--- src/rtl/lsu_pkg.sv ---
// Size encodings, FSM states and lane helpers for the load/store memory port.
// The split-access states exist only when LSU_MISALIGN_SPLIT_EN is defined.
package lsu_pkg;

   localparam logic [1:0] SZ_B = 2'b00;
   localparam logic [1:0] SZ_H = 2'b01;
   localparam logic [1:0] SZ_W = 2'b10;
   localparam logic [1:0] SZ_R = 2'b11;

`ifdef LSU_MISALIGN_SPLIT_EN
   typedef enum logic [1:0] {
      ST_IDLE      = 2'd0,
      ST_LOAD_WAIT = 2'd1,
      ST_LOAD_HI   = 2'd2,
      ST_STORE_HI  = 2'd3
   } lsu_state_t;
`else
   typedef enum logic [1:0] {
      ST_IDLE      = 2'd0,
      ST_LOAD_WAIT = 2'd1
   } lsu_state_t;
`endif

   // Bits [3:0] are the lanes of the addressed word, bits [7:4] spill into the next word.
   function automatic logic [7:0] byte_enable(input logic [1:0] size, input logic [1:0] off);
      logic [7:0] base;
      case (size)
         SZ_B:    base = 8'h01;
         SZ_H:    base = 8'h03;
         SZ_W:    base = 8'h0F;
         default: base = 8'h00;
      endcase
      return base << off;
   endfunction

   function automatic logic [31:0] store_lanes(input logic [31:0] wdata, input logic [1:0] size,
                                               input logic [1:0] off);
      logic [31:0] repl;
      case (size)
         SZ_B:    repl = {4{wdata[7:0]}};
         SZ_H:    repl = {2{wdata[15:0]}};
         default: repl = wdata;
      endcase
      // Rotating by the offset is a no-op for aligned data and places misaligned bytes correctly.
      return 32'(({repl, repl} << {off, 3'b000}) >> 32);
   endfunction

   function automatic logic [31:0] load_extend(input logic [31:0] word, input logic [1:0] off,
                                               input logic [1:0] size, input logic is_unsigned);
      logic [31:0] sh;
      logic [31:0] res;
      sh = word >> {off, 3'b000};
      case (size)
         SZ_B:    res = {{24{~is_unsigned & sh[7]}}, sh[7:0]};
         SZ_H:    res = {{16{~is_unsigned & sh[15]}}, sh[15:0]};
         default: res = sh;
      endcase
      return res;
   endfunction

endpackage

--- src/rtl/lsu_load_align.sv ---
// Combinational load formatter: lane select, sign/zero extension, and merge of a
// word-crossing access from the captured low word and the current high word.
module lsu_load_align
   import lsu_pkg::*;
(
   input  logic [31:0] cur_word,
   input  logic [31:0] lo_word,
   input  logic [1:0]  off,
   input  logic [1:0]  size,
   input  logic        is_unsigned,
   input  logic        split,
   output logic [31:0] data
);

   logic [31:0] merged;

   always_comb begin
      merged = cur_word;
      data   = '0;
      if (split) begin
         merged = 32'({cur_word, lo_word} >> {off, 3'b000});
         data   = load_extend(merged, 2'b00, size, is_unsigned);
      end else begin
         data   = load_extend(merged, off, size, is_unsigned);
      end
   end

endmodule

--- src/rtl/lsu_mem_port.sv ---
// Load/store initiator driving a word-addressed, byte-enabled synchronous data memory.
// Define LSU_MISALIGN_SPLIT_EN to split word-crossing accesses instead of flagging them.
module lsu_mem_port
   import lsu_pkg::*;
#(
   parameter int ADDR_W          = 32,
   parameter int RESET_PC_UNUSED = 0
) (
   input  logic              clk,
   input  logic              resetn,
   input  logic              req_valid,
   output logic              req_ready,
   input  logic              req_write,
   input  logic [1:0]        req_size,
   input  logic              req_unsigned,
   input  logic [ADDR_W-1:0] req_addr,
   input  logic [31:0]       req_wdata,
   output logic              rsp_valid,
   output logic [31:0]       rsp_rdata,
   output logic              rsp_error,
   output logic              mem_read_ready,
   output logic [29:0]       mem_read_address,
   input  logic [31:0]       mem_read_data,
   output logic              mem_write_ready,
   output logic [29:0]       mem_write_address,
   output logic [31:0]       mem_write_data,
   output logic [3:0]        mem_write_byte
);

   lsu_state_t  state_reg, state_next;
   logic [1:0]  off_reg, off_next;
   logic [1:0]  size_reg, size_next;
   logic        uns_reg, uns_next;
   logic        rsp_valid_reg, rsp_valid_next;
   logic        rsp_error_reg, rsp_error_next;
   logic [31:0] rsp_rdata_reg, rsp_rdata_next;

   logic [29:0] req_word;
   logic [7:0]  req_be;
   logic [31:0] req_lanes;
   logic        req_err;
   logic        accept;
   logic        split_cur;
   logic [31:0] lo_word;
   logic [31:0] load_data;

   assign req_word  = 30'(req_addr[ADDR_W-1:2]);
   assign req_be    = byte_enable(req_size, req_addr[1:0]);
   assign req_lanes = store_lanes(req_wdata, req_size, req_addr[1:0]);

`ifdef LSU_MISALIGN_SPLIT_EN
   logic        split_reg, split_next;
   logic [29:0] hi_addr_reg, hi_addr_next;
   logic [31:0] hi_wdata_reg, hi_wdata_next;
   logic [3:0]  hi_be_reg, hi_be_next;
   logic [31:0] lo_data_reg, lo_data_next;
   logic        req_split;

   assign req_split = |req_be[7:4];
   assign req_err   = (req_size == SZ_R);
   assign split_cur = split_reg;
   assign lo_word   = lo_data_reg;
`else
   logic unused_hi_be;

   assign unused_hi_be = ^req_be[7:4];
   assign req_err      = (req_size == SZ_R) ||
                         ((req_size == SZ_H) && req_addr[0]) ||
                         ((req_size == SZ_W) && (req_addr[1:0] != 2'b00));
   assign split_cur    = 1'b0;
   assign lo_word      = '0;
`endif

   lsu_load_align u_align (
      .cur_word    (mem_read_data),
      .lo_word     (lo_word),
      .off         (off_reg),
      .size        (size_reg),
      .is_unsigned (uns_reg),
      .split       (split_cur),
      .data        (load_data)
   );

   always_ff @(posedge clk or negedge resetn) begin
      if (!resetn) begin
         state_reg     <= ST_IDLE;
         off_reg       <= '0;
         size_reg      <= '0;
         uns_reg       <= 1'b0;
         rsp_valid_reg <= 1'b0;
         rsp_error_reg <= 1'b0;
         rsp_rdata_reg <= '0;
`ifdef LSU_MISALIGN_SPLIT_EN
         split_reg     <= 1'b0;
         hi_addr_reg   <= '0;
         hi_wdata_reg  <= '0;
         hi_be_reg     <= '0;
         lo_data_reg   <= '0;
`endif
      end else begin
         state_reg     <= state_next;
         off_reg       <= off_next;
         size_reg      <= size_next;
         uns_reg       <= uns_next;
         rsp_valid_reg <= rsp_valid_next;
         rsp_error_reg <= rsp_error_next;
         rsp_rdata_reg <= rsp_rdata_next;
`ifdef LSU_MISALIGN_SPLIT_EN
         split_reg     <= split_next;
         hi_addr_reg   <= hi_addr_next;
         hi_wdata_reg  <= hi_wdata_next;
         hi_be_reg     <= hi_be_next;
         lo_data_reg   <= lo_data_next;
`endif
      end
   end

   always_comb begin
      state_next        = state_reg;
      off_next          = off_reg;
      size_next         = size_reg;
      uns_next          = uns_reg;
      rsp_valid_next    = 1'b0;
      rsp_error_next    = 1'b0;
      rsp_rdata_next    = '0;
      mem_read_ready    = 1'b0;
      mem_read_address  = '0;
      mem_write_ready   = 1'b0;
      mem_write_address = '0;
      mem_write_data    = '0;
      mem_write_byte    = '0;
`ifdef LSU_MISALIGN_SPLIT_EN
      split_next        = split_reg;
      hi_addr_next      = hi_addr_reg;
      hi_wdata_next     = hi_wdata_reg;
      hi_be_next        = hi_be_reg;
      lo_data_next      = lo_data_reg;
`endif
      // Gating with resetn drops the strobes in the very cycle reset is asserted.
      req_ready = (state_reg == ST_IDLE) && resetn;
      accept    = req_valid && req_ready;

      case (state_reg)
         ST_IDLE: begin
            if (accept) begin
               off_next  = req_addr[1:0];
               size_next = req_size;
               uns_next  = req_unsigned;
               if (req_err) begin
                  rsp_valid_next = 1'b1;
                  rsp_error_next = 1'b1;
               end else if (req_write) begin
                  mem_write_ready   = 1'b1;
                  mem_write_address = req_word;
                  mem_write_data    = req_lanes;
                  mem_write_byte    = req_be[3:0];
`ifdef LSU_MISALIGN_SPLIT_EN
                  if (req_split) begin
                     hi_addr_next  = req_word + 30'd1;
                     hi_wdata_next = req_lanes;
                     hi_be_next    = req_be[7:4];
                     state_next    = ST_STORE_HI;
                  end else begin
                     rsp_valid_next = 1'b1;
                  end
`else
                  rsp_valid_next = 1'b1;
`endif
               end else begin
                  mem_read_ready   = 1'b1;
                  mem_read_address = req_word;
                  state_next       = ST_LOAD_WAIT;
`ifdef LSU_MISALIGN_SPLIT_EN
                  split_next   = req_split;
                  hi_addr_next = req_word + 30'd1;
                  if (req_split) begin
                     state_next = ST_LOAD_HI;
                  end
`endif
               end
            end
         end
         ST_LOAD_WAIT: begin
            rsp_valid_next = 1'b1;
            rsp_rdata_next = load_data;
            state_next     = ST_IDLE;
         end
`ifdef LSU_MISALIGN_SPLIT_EN
         ST_LOAD_HI: begin
            lo_data_next     = mem_read_data;
            mem_read_ready   = 1'b1;
            mem_read_address = hi_addr_reg;
            state_next       = ST_LOAD_WAIT;
         end
         ST_STORE_HI: begin
            mem_write_ready   = 1'b1;
            mem_write_address = hi_addr_reg;
            mem_write_data    = hi_wdata_reg;
            mem_write_byte    = hi_be_reg;
            rsp_valid_next    = 1'b1;
            state_next        = ST_IDLE;
         end
`endif
         default: state_next = ST_IDLE;
      endcase
   end

   assign rsp_valid = rsp_valid_reg;
   assign rsp_error = rsp_error_reg;
   assign rsp_rdata = rsp_rdata_reg;

endmodule

--- config.mk ---
export PLATFORM = sky130hd
export DESIGN_NAME = lsu_mem_port
export DESIGN_NICKNAME = d
export VERILOG_FILES = /design/src/rtl/lsu_pkg.sv /design/src/rtl/lsu_load_align.sv /design/src/rtl/lsu_mem_port.sv
export SDC_FILE = /design/constraint.sdc
export NUM_CORES = 1
export LEC_CHECK = 0
export CORE_ASPECT_RATIO = 1.25
export CORE_MARGIN = 2
export CORE_UTILIZATION = 40
export CTS_BUF_LIST = sky130_fd_sc_hd__clkbuf_16
export DETAILED_ROUTE_END_ITERATION = 8
export GPL_TIMING_DRIVEN = 0
export PLACE_DENSITY = 0.87
export SYNTH_ARGS = -nofsm -noshare
export SYNTH_HDL_FRONTEND = slang
export SYNTH_SLANG_ARGS = --single-unit
--- constraint.sdc ---
create_clock -name clk -period 3.6 [get_ports clk]
set_input_delay 0.36 -clock clk [delete_from_list [all_inputs] [get_ports clk]]
set_output_delay 0.36 -clock clk [all_outputs]
set_load 0.03 [all_outputs]
; Word-level counts from Yosys, hierarchy flattened
; Cells that the tools add are included.
[word_totals]
regBits = 41
elab_cells = 71
output_inout_bits = 133
inputBits = 103
[classes]
shifts = 3
reduce_logical = 12
n_bitwise = 3
muxes = 38
n_eq_ne = 8
[ops]
columns = op, n
row1 = two-way mux 30 bit, 8
row2 = two-way mux 32 bit, 5
row3 = one-hot mux 32 bit (2 select lines), 2
row4 = << shifter 64 x 5 -> 64 bit, 1
row5 = >> shifter 32 x 5 -> 32 bit, 1
row6 = two-way mux 4 bit, 4
row7 = two-way mux 1 bit, 13
row8 = one-hot mux 4 bit (3 select lines), 1
row9 = two-way mux 2 bit, 4
row10 = << shifter 8 x 2 -> 4 bit, 1
row11 = equality test 2 x 1 -> 1 bit (second input constant), 3
row12 = logical NOT 2 bit, 3
row13 = != test 2 bit (second input constant), 3
row14 = equality test 2 bit (second input constant), 2
row15 = logical AND 1 bit, 4
row16 = AND reduction 3 bit, 1
row17 = AND 1 bit, 2
row18 = logical OR 1 bit, 2
row19 = one-hot mux 1 bit (2 select lines), 1
row20 = AND reduction 2 bit, 1
row21 = nonzero test 2 bit, 1
row22 = NOT 1 bit, 1

; Longest topological paths before layout
; Gate-level depths: netlist of run 1.
[logic_depth]
ltp_word = 7
depth_mapped = 10
depth_no_buf = 7

; By module
; A second synthesis of run 1 with hierarchy kept.
[hier_totals]
hier_cells = 570
area_unflattened_um2 = 5365.1
[by_module_without_submodules]
columns = module, seq_area_each_um2, cells_per_inst, area_each_um2, instances
row1 = lsu_mem_port, 1001.0, 391, 3452.1, 1
row2 = lsu_load_align, 0.0, 179, 1913.1, 1

; Least setup slack after synthesis of run 1
; No wires, ideal clock.
[synth_path]
path_type = input -> output
startpoint = input port resetn
endpoint = output port mem_write_data[23]
path_stages = 6
slack_ps = 919
required_ps = 3240
t_arrival_ps = 2321
n_path_buf = 2
cell_sequence = nor2b_1 -> nand3_1 -> or2_1 -> buf_2 -> buf_2 -> a211oi_1
[synth_via]
elab_chain_cells = 4
[synth_rtl]
columns = item, line
row1 = "start, declared", lsu_mem_port.sv:10  ; input logic resetn,
row2 = logical AND 1 bit, lsu_mem_port.sv:140  ; req_ready = (state_reg == ST_IDLE) && resetn;
row3 = logical AND 1 bit, lsu_mem_port.sv:141  ; accept = req_valid && req_ready;
row4 = two-way mux 32 bit, lsu_mem_port.sv:145  ; if (accept) begin
row5 = two-way mux 32 bit, lsu_mem_port.sv:143  ; case (state_reg)
row6 = "end, declared", lsu_mem_port.sv:26  ; output logic [31:0] mem_write_data,
; Every way passes these cells.

; Worst setup path after layout of run 1
[layout_path]
startpoint = input port req_size[1]
endpoint = output port mem_write_data[19]
[layout_via]
elab_chain_cells = 7
elab_cells_between_ends = 14
cone_classes = eq/ne (3) / shift (1) / mux (5) / reduce/logical (5)
[layout_rtl]
columns = item, line
row1 = "start, declared", lsu_mem_port.sv:14  ; input logic [1:0] req_size,
row2 = equality test 2 x 1 -> 1 bit / logical NOT 2 bit (equally long branches), "lsu_pkg.sv:39, lsu_mem_port.sv:68"
row3 = one-hot mux 32 bit (2 select lines) / logical AND 1 bit (equally long branches), "lsu_pkg.sv:39, lsu_mem_port.sv:68"
row4 = << shifter 64 x 5 -> 64 bit / logical OR 1 bit (equally long branches), "lsu_pkg.sv:45, lsu_mem_port.sv:67"
row5 = two-way mux 32 bit / logical OR 1 bit (equally long branches), "lsu_mem_port.sv:152, lsu_mem_port.sv:68"
row6 = two-way mux 32 bit *, lsu_mem_port.sv:149  ; if (req_err) begin
row7 = two-way mux 32 bit *, lsu_mem_port.sv:145
row8 = two-way mux 32 bit *, lsu_mem_port.sv:143
; Every way passes the cells marked *; elsewhere a longest branch is shown, timed or not.

==> results.md, run 1 <==
- Run status: complete, no violations
- Fmax: between 200 and 300 MHz
- Tcrit/Tclk final: a little over nine tenths
- Mapped cell area: around 3700 sq um
- WL per Instance: 20.0 microns
- Number of detailed-route iterations in the first pass: 5
- H-tree depth: 2
- Synth top area share: about 27%
- Worst path slowest cell: clkdlybuf4s50_1
- Post-synthesis cell count: 465
- GRT overflow: 0
- Multi-input logic area: around 2500 sq um
- GP Congestion: ~0.97
- Starting Density: 40.6%
- Cell variety after synth: 42
- Hold Slack: 83.7 ps
- Worst min path class: in2async
- Sink Count: 40
- GRT Total Usage: between 30% and 40%
- Vias in the first global route: roughly 4600
- LEAKAGE: between 3 and 4 nW
- Design area: 6400 sq um
- Cell Chain, Critical Path: clkdlybuf4s50_1 > inv_1 > ha_1 > buf_2 > clkbuf_1 > or3b_1 > a21oi_1 > nor4_1 > a211oi_1 > dlygate4sd2_1
- Clk_skew: around 3.8 ps
- I/O Pins: between 200 and 250
- Async SR Flop Fraction: 100%
- Layout area overhead: 74.6%
- Number of core rows: 39
- CTS tree: yes
- Synth Flop Type: dfrtp_1
- CP delay by family, top: buffers and inverters
- Reg area: 1000 sq um
- Gate power share: roughly two fifths
- Post-Route Utilization: between 70% and 80%
- Critical Path Start Type: primary input
- Setup violations, final: 0
- Slew Limit Fails: 0
- CTS Buffer Depth: 2
- Vias: 4763
- Fin nets: approximately 810
- Setup Fix Bufs, Post-CTS: 0
- Clock power frac: between 20 and 30%
- Post-placement cell area: approximately 6000 sq um
- Full die area: ~10000 sq um
- Largest register FFs: 32
- DR vias/cell: about 5.7
- Hold_buf cts: 0
- Switching share of power: ~34%
- Synth area leaders: dfrtp_1 (27%), and2_1 (12%), a211oi_1 (6.3%)
- Switching Power: ~0.00056 W
- Cell Int Power: about 0.0011 W
- Max VDD drop: between 0.00015 and 0.0002 V
- # diodes: 0
- Die width: about 90 microns
- Syn nets: ~570
- Syn_area_per_cell: 7.88 sq um
- Kind of critical path: in2out
- RSZ-0062 raised after global routing: false
- Rel. slew slack: between 50% and 60%
- Layout cell share with drive strength beyond 1: around 7.9%
- Cell taking the most area after synthesis: dfrtp_1
- Worst path depth: 10
- CP Capture Type: output port
- Die span in y: 111 microns
- Skew-Pair Late Insertion Delay: 290 ps
- ANT nets after route: 0
- FF+latch count, synth: 40
- CP max stage delay: 540 ps
- Sequential power share: between 20% and 30%
- CP Max Fanout: 10
- Tmin final: 3480 ps
- Syn. warnings: 0
- Cell area power density: 258 nW/um^2
- Max cap viols: 0
- Total core area: around 9000 sq um
- Antenna violations before repair: 0
- EDFF count, synth: 0
- CTS root buf: clkbuf_16
- Reg2reg path depth: 6
- Worst EP arrival: approximately 3100 ps
- Final wirelength: about 17 mm
- Worst path bufs/invs: 5
- Global-route wire length before repair: 24.5 mm
- Final hold viol count: 0
- PortBufs: between 200 and 250
- Worst slew pin tran: 636 ps
- Dpl hpwl: ~13 mm
- CP Data Required Time: 3240 ps
- Clock transition at the registers of the reported paths: around 60 ps
- Fillers: 698
- First DRT Iteration DRCs: just over 300
- CTS Buf Count: 5
- Pin count of the biggest net entering global routing: 42
- Sequential share of the synthesized area: ~27%
- # DRC: 0
-- worst paths after layout --
path,start,end,slack (ps)
setup / recovery,req_size[1],mem_write_data[19],120
hold / removal,resetn,rsp_rdata[8],80
setup reg to reg,off_reg[0],rsp_rdata[25],1840
hold reg to reg,uns_reg,uns_reg,540
max in group asynchronous,resetn,rsp_rdata[1],3150
min in group clk,uns_reg,uns_reg,540
-- routing by layer --
layer / global-route usage, % / share of wire [%] / vias up
met5: 0 / 0 / -
met4: 14.9 / 3.8 / 0
met3: 7.00 / 11 / 56
met2: 52.5 / 48 / 363
met1: 38.2 / 37 / 2182
li1: - / - / 2162
-- logic make-up (layout without fill, tap and decap cells) --
| kind of cell | after synthesis | in the layout | share of synthesized area, % |
|---|---|---|---|
| simple gates | 220 | 220 | 33.8 |
| compound gates | 124 | 124 | 22.9 |
| buf+inv | 48 | 290 | 5.90 |
| flops | 40 | 40 | 27.3 |
| mux | 28 | 28 | 8.33 |
| fa+ha+maj | 5 | 5 | 1.71 |
-- placed cells by master, fill, tap and decap left out, drive strengths merged, types with 9 or more instances in the layout --
master	netlist	routed
nor3	20	20
dlymetal6s2s	0	38
mux2	10	10
a21oi	35	35
nand2b	10	10
clkbuf	21	32
nor4	15	15
and3	9	9
a211oi	31	31
nand2	53	53
buf	22	22
and2	70	70
clkdlybuf4s50	0	171
o21ai	20	20
mux2i	17	17
dlygate4sd2	0	16
or3b	16	16
nor2	9	9
a22oi	15	15
dfrtp	40	40
nor2b	12	12
-- power groups by stage --
stage / Sequential, W / Clock, W / Combinational (W)
floorplan: 0.000512 / 0 / 0.000337
global placement: 0.000488 / 0 / 0.000651
detailed placement: 0.000489 / 0 / 0.000662
CTS: 0.000481 / 0.000499 / 0.000663
global route: 0.000483 / 0.000522 / 0.000714
finish: 0.000481 / 0.000494 / 0.000676
-- cell usage after synthesis (all sizes together) (2+ instances only) --
| cell type | n |
|---|---|
| a22oi | 15 |
| nand2b | 10 |
| a211oi | 31 |
| ha | 5 |
| dfrtp | 40 |
| nor4 | 15 |
| nor3 | 20 |
| or2 | 2 |
| o211a | 7 |
| a21oi | 35 |
| nor2 | 9 |
| or3b | 16 |
| and2 | 70 |
| o21bai | 2 |
| clkbuf | 21 |
| and3 | 9 |
| mux2i | 17 |
| buf | 22 |
| a221o | 8 |
| o21ai | 20 |
| nor2b | 12 |
| inv | 5 |
| nand2 | 53 |
| mux2 | 10 |
-- final cells by class --
class | instances | area share, %
Buffer | 42 | 3.11
Clock buffer | 5 | 1.96
Clock inverter | 3 | 0.606
Inverter | 5 | 0.293
Multi-Input combinational cell | 377 | 38.6
Sequential cell | 40 | 15.6
Tap cell | 123 | 2.40
Timing Repair Buffer | 235 | 37.4
-- metrics by stage --
| stage | TNS, ps | std cells | power, W | worst slack [ps] |
|---|---|---|---|---|
| 3_3_place_gp | -80620 | 823 | 0.00114 | -1180 |
| 3_5_place_dp | -6240 | 823 | 0.00115 | -572 |
| 2_1_floorplan | 0 | 465 | 0.000849 | 919 |
| 5_1_grt | 0 | 830 | 0.00172 | 0.555 |
| 4_1_cts | 0 | 831 | 0.00164 | 4.34 |
| 6_report | 0 | 830 | 0.00165 | 124 |
-- timing repair --
item	4_1_cts	5_1_grt
endpoints found under the setup margin	29	78
resized for setup	29	67
hold endpoints to repair	0	0
gates cloned	0	0
(Power assumes the default switching activity.)
==> run 2, diff against run 1 <==
--- a/config.mk
+++ b/config.mk
@@ -7,11 +7,10 @@
 export LEC_CHECK = 0
 export CORE_ASPECT_RATIO = 1.25
 export CORE_MARGIN = 2
-export CORE_UTILIZATION = 40
+export CORE_UTILIZATION = 23
 export CTS_BUF_LIST = sky130_fd_sc_hd__clkbuf_16
 export DETAILED_ROUTE_END_ITERATION = 8
 export GPL_TIMING_DRIVEN = 0
-export PLACE_DENSITY = 0.87
 export SYNTH_ARGS = -nofsm -noshare
 export SYNTH_HDL_FRONTEND = slang
 export SYNTH_SLANG_ARGS = --single-unit
==> run 2 against run 1 <==
Against the previous run: design area up 0.61%; combinational power about the same; clock power down 15%; first-iteration DRC count rose by 12%; power is 4.6% lower; final cell count increased by 11%; worst setup slack gained 18 ps; routed wire length up 3.8%; sequential power barely moved; sequential cell count did not move; core utilization down 30 points.
==> results.md, run 2 (synthesis gave the netlist of run 1 again) <==
- Fin nets: 815 (+0.12%)
- CTS Buf Count: 5 (unchanged)
- Switching Power: 0.000554 W (-0.59%)
- Final wirelength: 17.2 mm (+3.8%)
- Pin count of the biggest net entering global routing: 42 (unchanged)
- Final std cells w/o fill: 920 (+11%)
- GP Congestion: 0.928 (-4.0%)
- Sink Count: 40 (unchanged)
- Post-Route Utilization: 41.4% (-30 points)
- Number of detailed-route iterations in the first pass: 7 (+2)
- Layout cell share with drive strength beyond 1: 8.19% (+0.27 points)
- Tcrit/Tclk final: 96.1% (-0.49 points)
- Clk_skew: 4.57 ps (+0.771 ps)
- GRT overflow: 0 (unchanged)
- Die width: 117 microns (+30%)
- CTS tree: yes
- Worst EP arrival: 3100 ps (-20 ps)
- CP max stage delay: 550 ps (about the same)
- Global-route wire length before repair: 25.9 mm (+5.5%)
- Max VDD drop: 0.000165 V (-17%)
- Worst slew pin tran: 638 ps (+1.77 ps)
- Critical Path Start Type: primary input
- Worst path depth: 10 (unchanged)
- Commonest non-fill, non-tap cell in the layout: clkdlybuf4s50_1
- Sequential power share: 30.6% (+1.5 points)
- Slew Limit Fails: 0 (unchanged)
- Setup violations, final: 0 (unchanged)
- Vias in the first global route: 4610 (-0.56%)
- Reg2reg path depth: 5 (-1)
- WL per Instance: 18.7 microns (-6.3%)
- Dpl cells: 912 (+11%)
- Antenna violations before repair: 0 (unchanged)
- Total core area: 15600 sq um (+72%)
- # DRC: 0 (unchanged)
- Fmax: 289 MHz (+0.51%)
- Gate power share: 42.8% (+1.8 points)
- PortBufs: 235 (unchanged)
- Skew-Pair Late Insertion Delay: 290 ps (about the same)
- CP delay by family, top: buffers and inverters
- Starting Density: 23.5% (-17 points)
- Hold_buf cts: 0 (unchanged)
- H-tree depth: 2 (unchanged)
- Final hold viol count: 0 (unchanged)
- CTS root buf: clkbuf_16
- Run status: complete, no violations
- GRT Total Usage: 19.3% (-13 points)
- Worst path bufs/invs: 5 (unchanged)
- DR vias/cell: 5.10 (-11%)
- I/O Pins: 236 (unchanged)
- Rel. slew slack: 57.3% (-0.27 points)
- Max cap viols: 0 (unchanged)
- Worst path slowest cell: clkdlybuf4s50_1
- Worst min path class: in2async
- # diodes: 0 (unchanged)
- CP Capture Type: output port
- First DRT Iteration DRCs: 344 (+12%)
- CP Data Required Time: 3240 ps (about the same)
- ANT nets after route: 0 (unchanged)
- LEAKAGE: 3.32 nW (-4.8%)
- Cell Chain, Critical Path: clkdlybuf4s50_1 > inv_1 > ha_1 > buf_2 > clkbuf_1 > or3b_1 > a21oi_1 > nor4_1 > a211oi_1 > dlygate4sd2_1
- Largest register FFs: 32 (unchanged)
- Switching share of power: 35.2% (+1.4 points)
- Clock transition at the registers of the reported paths: 50 ps (about the same)
- Dpl hpwl: 13.5 mm (+6.2%)
- Full die area: 17000 sq um (+71%)
- Cell area power density: 244 nW/um^2 (-5.2%)
- Most frequent cells in the layout: clkdlybuf4s50_1 (169), and2_1 (70), nand2_1 (53)
- Layout area overhead: 75.6%
- Cell Int Power: 0.00102 W (-6.7%)
- Die span in y: 145 microns (+31%)
- Kind of critical path: in2out
- Vias: 4693 (-1.5%)
- RSZ-0062 raised after global routing: false
- Clock power frac: 26.7% (-3.2 points)
- Number of core rows: 51 (+31%)
- CTS Buffer Depth: 2 (unchanged)
- CP Max Fanout: 10 (unchanged)
- Tmin final: 3460 ps (-17.7 ps)
run 2: per-stage QoR:
step                      worst slack [ps]  instance area, sq um  setup TNS (ps)  hold slack (ps)  power [W]
final                                  142                  6440               0             86.9    0.00157
after global routing                0.0466                  6440               0              146    0.00165
after CTS                            0.213                  6380               0              236    0.00157
after detailed placement              -326                  6280           -8730              516    0.00116
after global placement               -1150                  6280          -94210              524    0.00115
after floorplan                        919                  3670               0             64.4   0.000849
run 2: worst paths after layout:
path | from | endpoint | slack, ps
worst max-delay path | req_size[1] | mem_write_data[5] | 140
worst min-delay path | resetn | rsp_rdata[8] | 90
worst max register to register | state_reg[0] | rsp_rdata[28] | 1840
min in group clk | uns_reg | uns_reg | 530
max in group asynchronous | resetn | rsp_rdata[4] | 3120
worst min register to register | uns_reg | uns_reg | 530
run 2: cell type report:
cell class                      count  area (sq um)
Fill cell                        1654          9130
Multi-Input combinational cell    377          2470
Timing Repair Buffer              235          2340
Sequential cell                    40          1000
Tap cell                          212           265
Buffer                             43           204
Clock buffer                        5           125
Inverter                            5          18.8
Clock inverter                      3          13.8
run 2: worst reg2reg max path: cells and delay by family (launching register included):
kind                   cells  cell delay (ps)
buffers and inverters      1              270
flip-flops                 1              340
AND/OR/NAND/NOR            4             1090
run 2: repair_timing:
item	4_1_cts	5_1_grt
setup buffers	0	0
setup endpoints to repair	66	65
gates resized for setup	43	63
pin swaps	0	0
run 2: per-layer routing:
layer | vias up | global-route usage [%] | part of all wire (%)
met2 | 306 | 34.1 | 50
met5 | - | 0 | 0
met3 | 29 | 2.30 | 8.1
met1 | 2196 | 24.1 | 40
li1 | 2162 | - | -
met4 | 0 | 5.76 | 2.1
run 2: power groups by stage:
| stage | sequential (W) | clock (W) | combinational, W |
|---|---|---|---|
| floorplan | 0.000512 | 0 | 0.000337 |
| global placement | 0.000489 | 0 | 0.000661 |
| detailed placement | 0.000489 | 0 | 0.000669 |
| CTS | 0.000481 | 0.000428 | 0.000666 |
| global route | 0.000483 | 0.000449 | 0.000716 |
| finish | 0.000481 | 0.000420 | 0.000673 |
==> run 3, diff against run 2 <==
--- a/config.mk
+++ b/config.mk
@@ -6,7 +6,6 @@
 export NUM_CORES = 1
 export LEC_CHECK = 0
 export CORE_ASPECT_RATIO = 1.25
-export CORE_MARGIN = 2
 export CORE_UTILIZATION = 23
 export CTS_BUF_LIST = sky130_fd_sc_hd__clkbuf_16
 export DETAILED_ROUTE_END_ITERATION = 8
==> run 3 against run 2 <==
Against the previous run: core utilization up 0.33 points; die area shrank 3.1%; first-iteration DRC count down 13%; largest power group unchanged.
==> results.md, run 3 (synthesis gave the netlist of run 1 again) <==
- ANT nets after route: 0 (unchanged)
- Commonest non-fill, non-tap cell in the layout: clkdlybuf4s50_1
- Sink Count: 40 (unchanged)
- Largest register FFs: 32 (unchanged)
- Worst min path class: in2async
- Kind of critical path: in2out
- Hold_buf cts: 0 (unchanged)
- Tmin final: 3470 ps (+13.2 ps)
- Total negative slack: 0 ps (unchanged)
- Run status: complete, no violations
- Die span in y: 143 microns (-1.4%)
- Max VDD drop: 0.000164 V (-0.28%)
- Starting Density: 23.5% (unchanged)
- # DRC: 0 (unchanged)
- CTS Buffer Depth: 2 (unchanged)
- Clock transition at the registers of the reported paths: 60 ps (about the same)
- CTS tree: yes
- CP Data Required Time: 3240 ps (about the same)
- Number of core rows: 51 (unchanged)
- Rel. slew slack: 54.6% (-2.7 points)
- Fmax: 288 MHz (-0.38%)
- Dpl hpwl: 13.0 mm (-4.1%)
- Worst slew pin tran: 681 ps (+43.0 ps)
- Number of detailed-route iterations in the first pass: 5 (-2)
- Vias: 4583 (-2.3%)
- Global-route wire length before repair: 24.5 mm (-5.2%)
- Fin nets: 814 (-0.12%)
- Overall power: 0.00165 W (+4.5%)
- Tcrit/Tclk final: 96.4% (+0.37 points)
- Critical Path Start Type: primary input
- Final hold viol count: 0 (unchanged)
- Full die area: 16500 sq um (-3.1%)
- Reg-to-reg critical path startpoint: off_reg[1]
- Skew-Pair Late Insertion Delay: 290 ps (about the same)
- Fillers: 1615 (-2.4%)
- Pin count of the biggest net entering global routing: 42 (unchanged)
- Slew Limit Fails: 0 (unchanged)
- H-tree depth: 2 (unchanged)
- Reg2reg setup slack: 1850 ps (about the same)
- Layout cell share with drive strength beyond 1: 7.50% (-0.70 points)
- PortBufs: 235 (unchanged)
- Reg area: 1000 sq um (unchanged)
- CP Max Fanout: 10 (unchanged)
- Layout area overhead: 77.0%
- Most frequent cells in the layout: clkdlybuf4s50_1 (174), and2_1 (70), nand2_1 (53)
- # diodes: 0 (unchanged)
- Clk_skew: 4.44 ps (-0.124 ps)
- LEAKAGE: 3.37 nW (+1.4%)
- Critical Path Start: req_size[0]
- GRT overflow: 0 (unchanged)
- Antenna violations before repair: 0 (unchanged)
- Reg2reg path depth: 7 (+2)
- Cell area power density: 253 nW/um^2 (+3.7%)
- Multi-input logic area: 2470 sq um (-0.25%)
- Worst EP arrival: 3110 ps (about the same)
- CTS Buf Count: 5 (unchanged)
- Max cap viols: 0 (unchanged)
- Vias in the first global route: 4517 (-2.0%)
- Final wirelength: 16.7 mm (-3.1%)
- CP Capture Type: output port
- CTS root buf: clkbuf_16
- GRT Total Usage: 19.2% (-0.063 points)
- WL per Instance: 18.2 microns (-3.0%)
- Setup Fix Bufs, Post-CTS: 0 (unchanged)
- Die width: 115 microns (-1.7%)
- DR vias/cell: 4.99 (-2.2%)
- R2r endpoint: rsp_rdata[22]
- RSZ-0062 raised after global routing: false
- I/O Pins: 236 (unchanged)
- Total core area: 15600 sq um (unchanged)
- GP Congestion: 0.922 (-0.65%)
- First DRT Iteration DRCs: 298 (-13%)
- Setup crit end: mem_write_data[9]
- Setup violations, final: 0 (unchanged)
[run 3: cell count changes in the layout (fill, tap and decap cells not counted), sizes merged, moves of 2 or more]
cell	previous run	this run
clkinv	3	1
dlymetal6s2s	25	29
clkbuf	34	29
dlygate4sd2	31	25
clkdlybuf4s50	169	174
[run 3: worst min-delay path by stage]
stage                          endpoint     from  slack [ps]
after global placement          uns_reg  uns_reg         540
after CTS                 rsp_rdata[22]   resetn         230
final                     rsp_rdata[22]   resetn          80
after floorplan              off_reg[0]   resetn          60
after global routing      rsp_rdata[29]   resetn         130
after detailed placement        uns_reg  uns_reg         530
[run 3: repair_timing]
item,CTS,global route
pin swaps,0,0
setup endpoints to repair,57,66
gates resized for setup,35,51
[run 3: worst max-delay path: stages]
cell and delay [ps]:
clkdlybuf4s50_1 520, inv_1 110, ha_1 300, clkbuf_1 310
or3b_1 460, a21oi_1 230, nor3_1 90, a211oi_1 280
dlygate4sd2_1 450
[run 3: per-layer routing]
metal  share of wire (%)  track usage, %  wire length (microns)  vias up
met4                 2.9            8.27                    490        0
li1                    -               -                      -     2163
met5                   0               0                      0        -
met1                  40            23.3                   6700     2146
met3                 7.3            3.74                   1220       38
met2                  50            32.9                   8290      236
[run 3: power breakdown]
part	switching, W	total, W	internal (W)
combinational	0.000371	0.000669	0.000299
clock	0.000172	0.000495	0.000323
sequential	0.0000103	0.000481	0.000470
[run 3: cell type report]
cell class                 instances  share of cell area [%]
inverter                           5                   0.289
sequential                        40                    15.4
clock inverter                     3                   0.598
multi-input combinational        377                    38.0
clock buffer                       5                    1.93
tap                              212                    4.09
buffer                            42                    3.07
timing repair buffer             235                    36.6
[run 3: metrics by stage]
stage / cell area, sq um / hold WS (ps) / cells / util [%] / setup slack, ps
after floorplan: 3670 / 64.4 / 465 / - / 919
after global placement: 6280 / 537 / 912 / 40.4 / -1050
after detailed placement: 6280 / 535 / 912 / 40.3 / -385
after CTS: 6420 / 231 / 920 / 41.2 / 1.90
after global routing: 6490 / 134 / 919 / 41.7 / 0.215
final: 6490 / 82.9 / 919 / 41.7 / 128
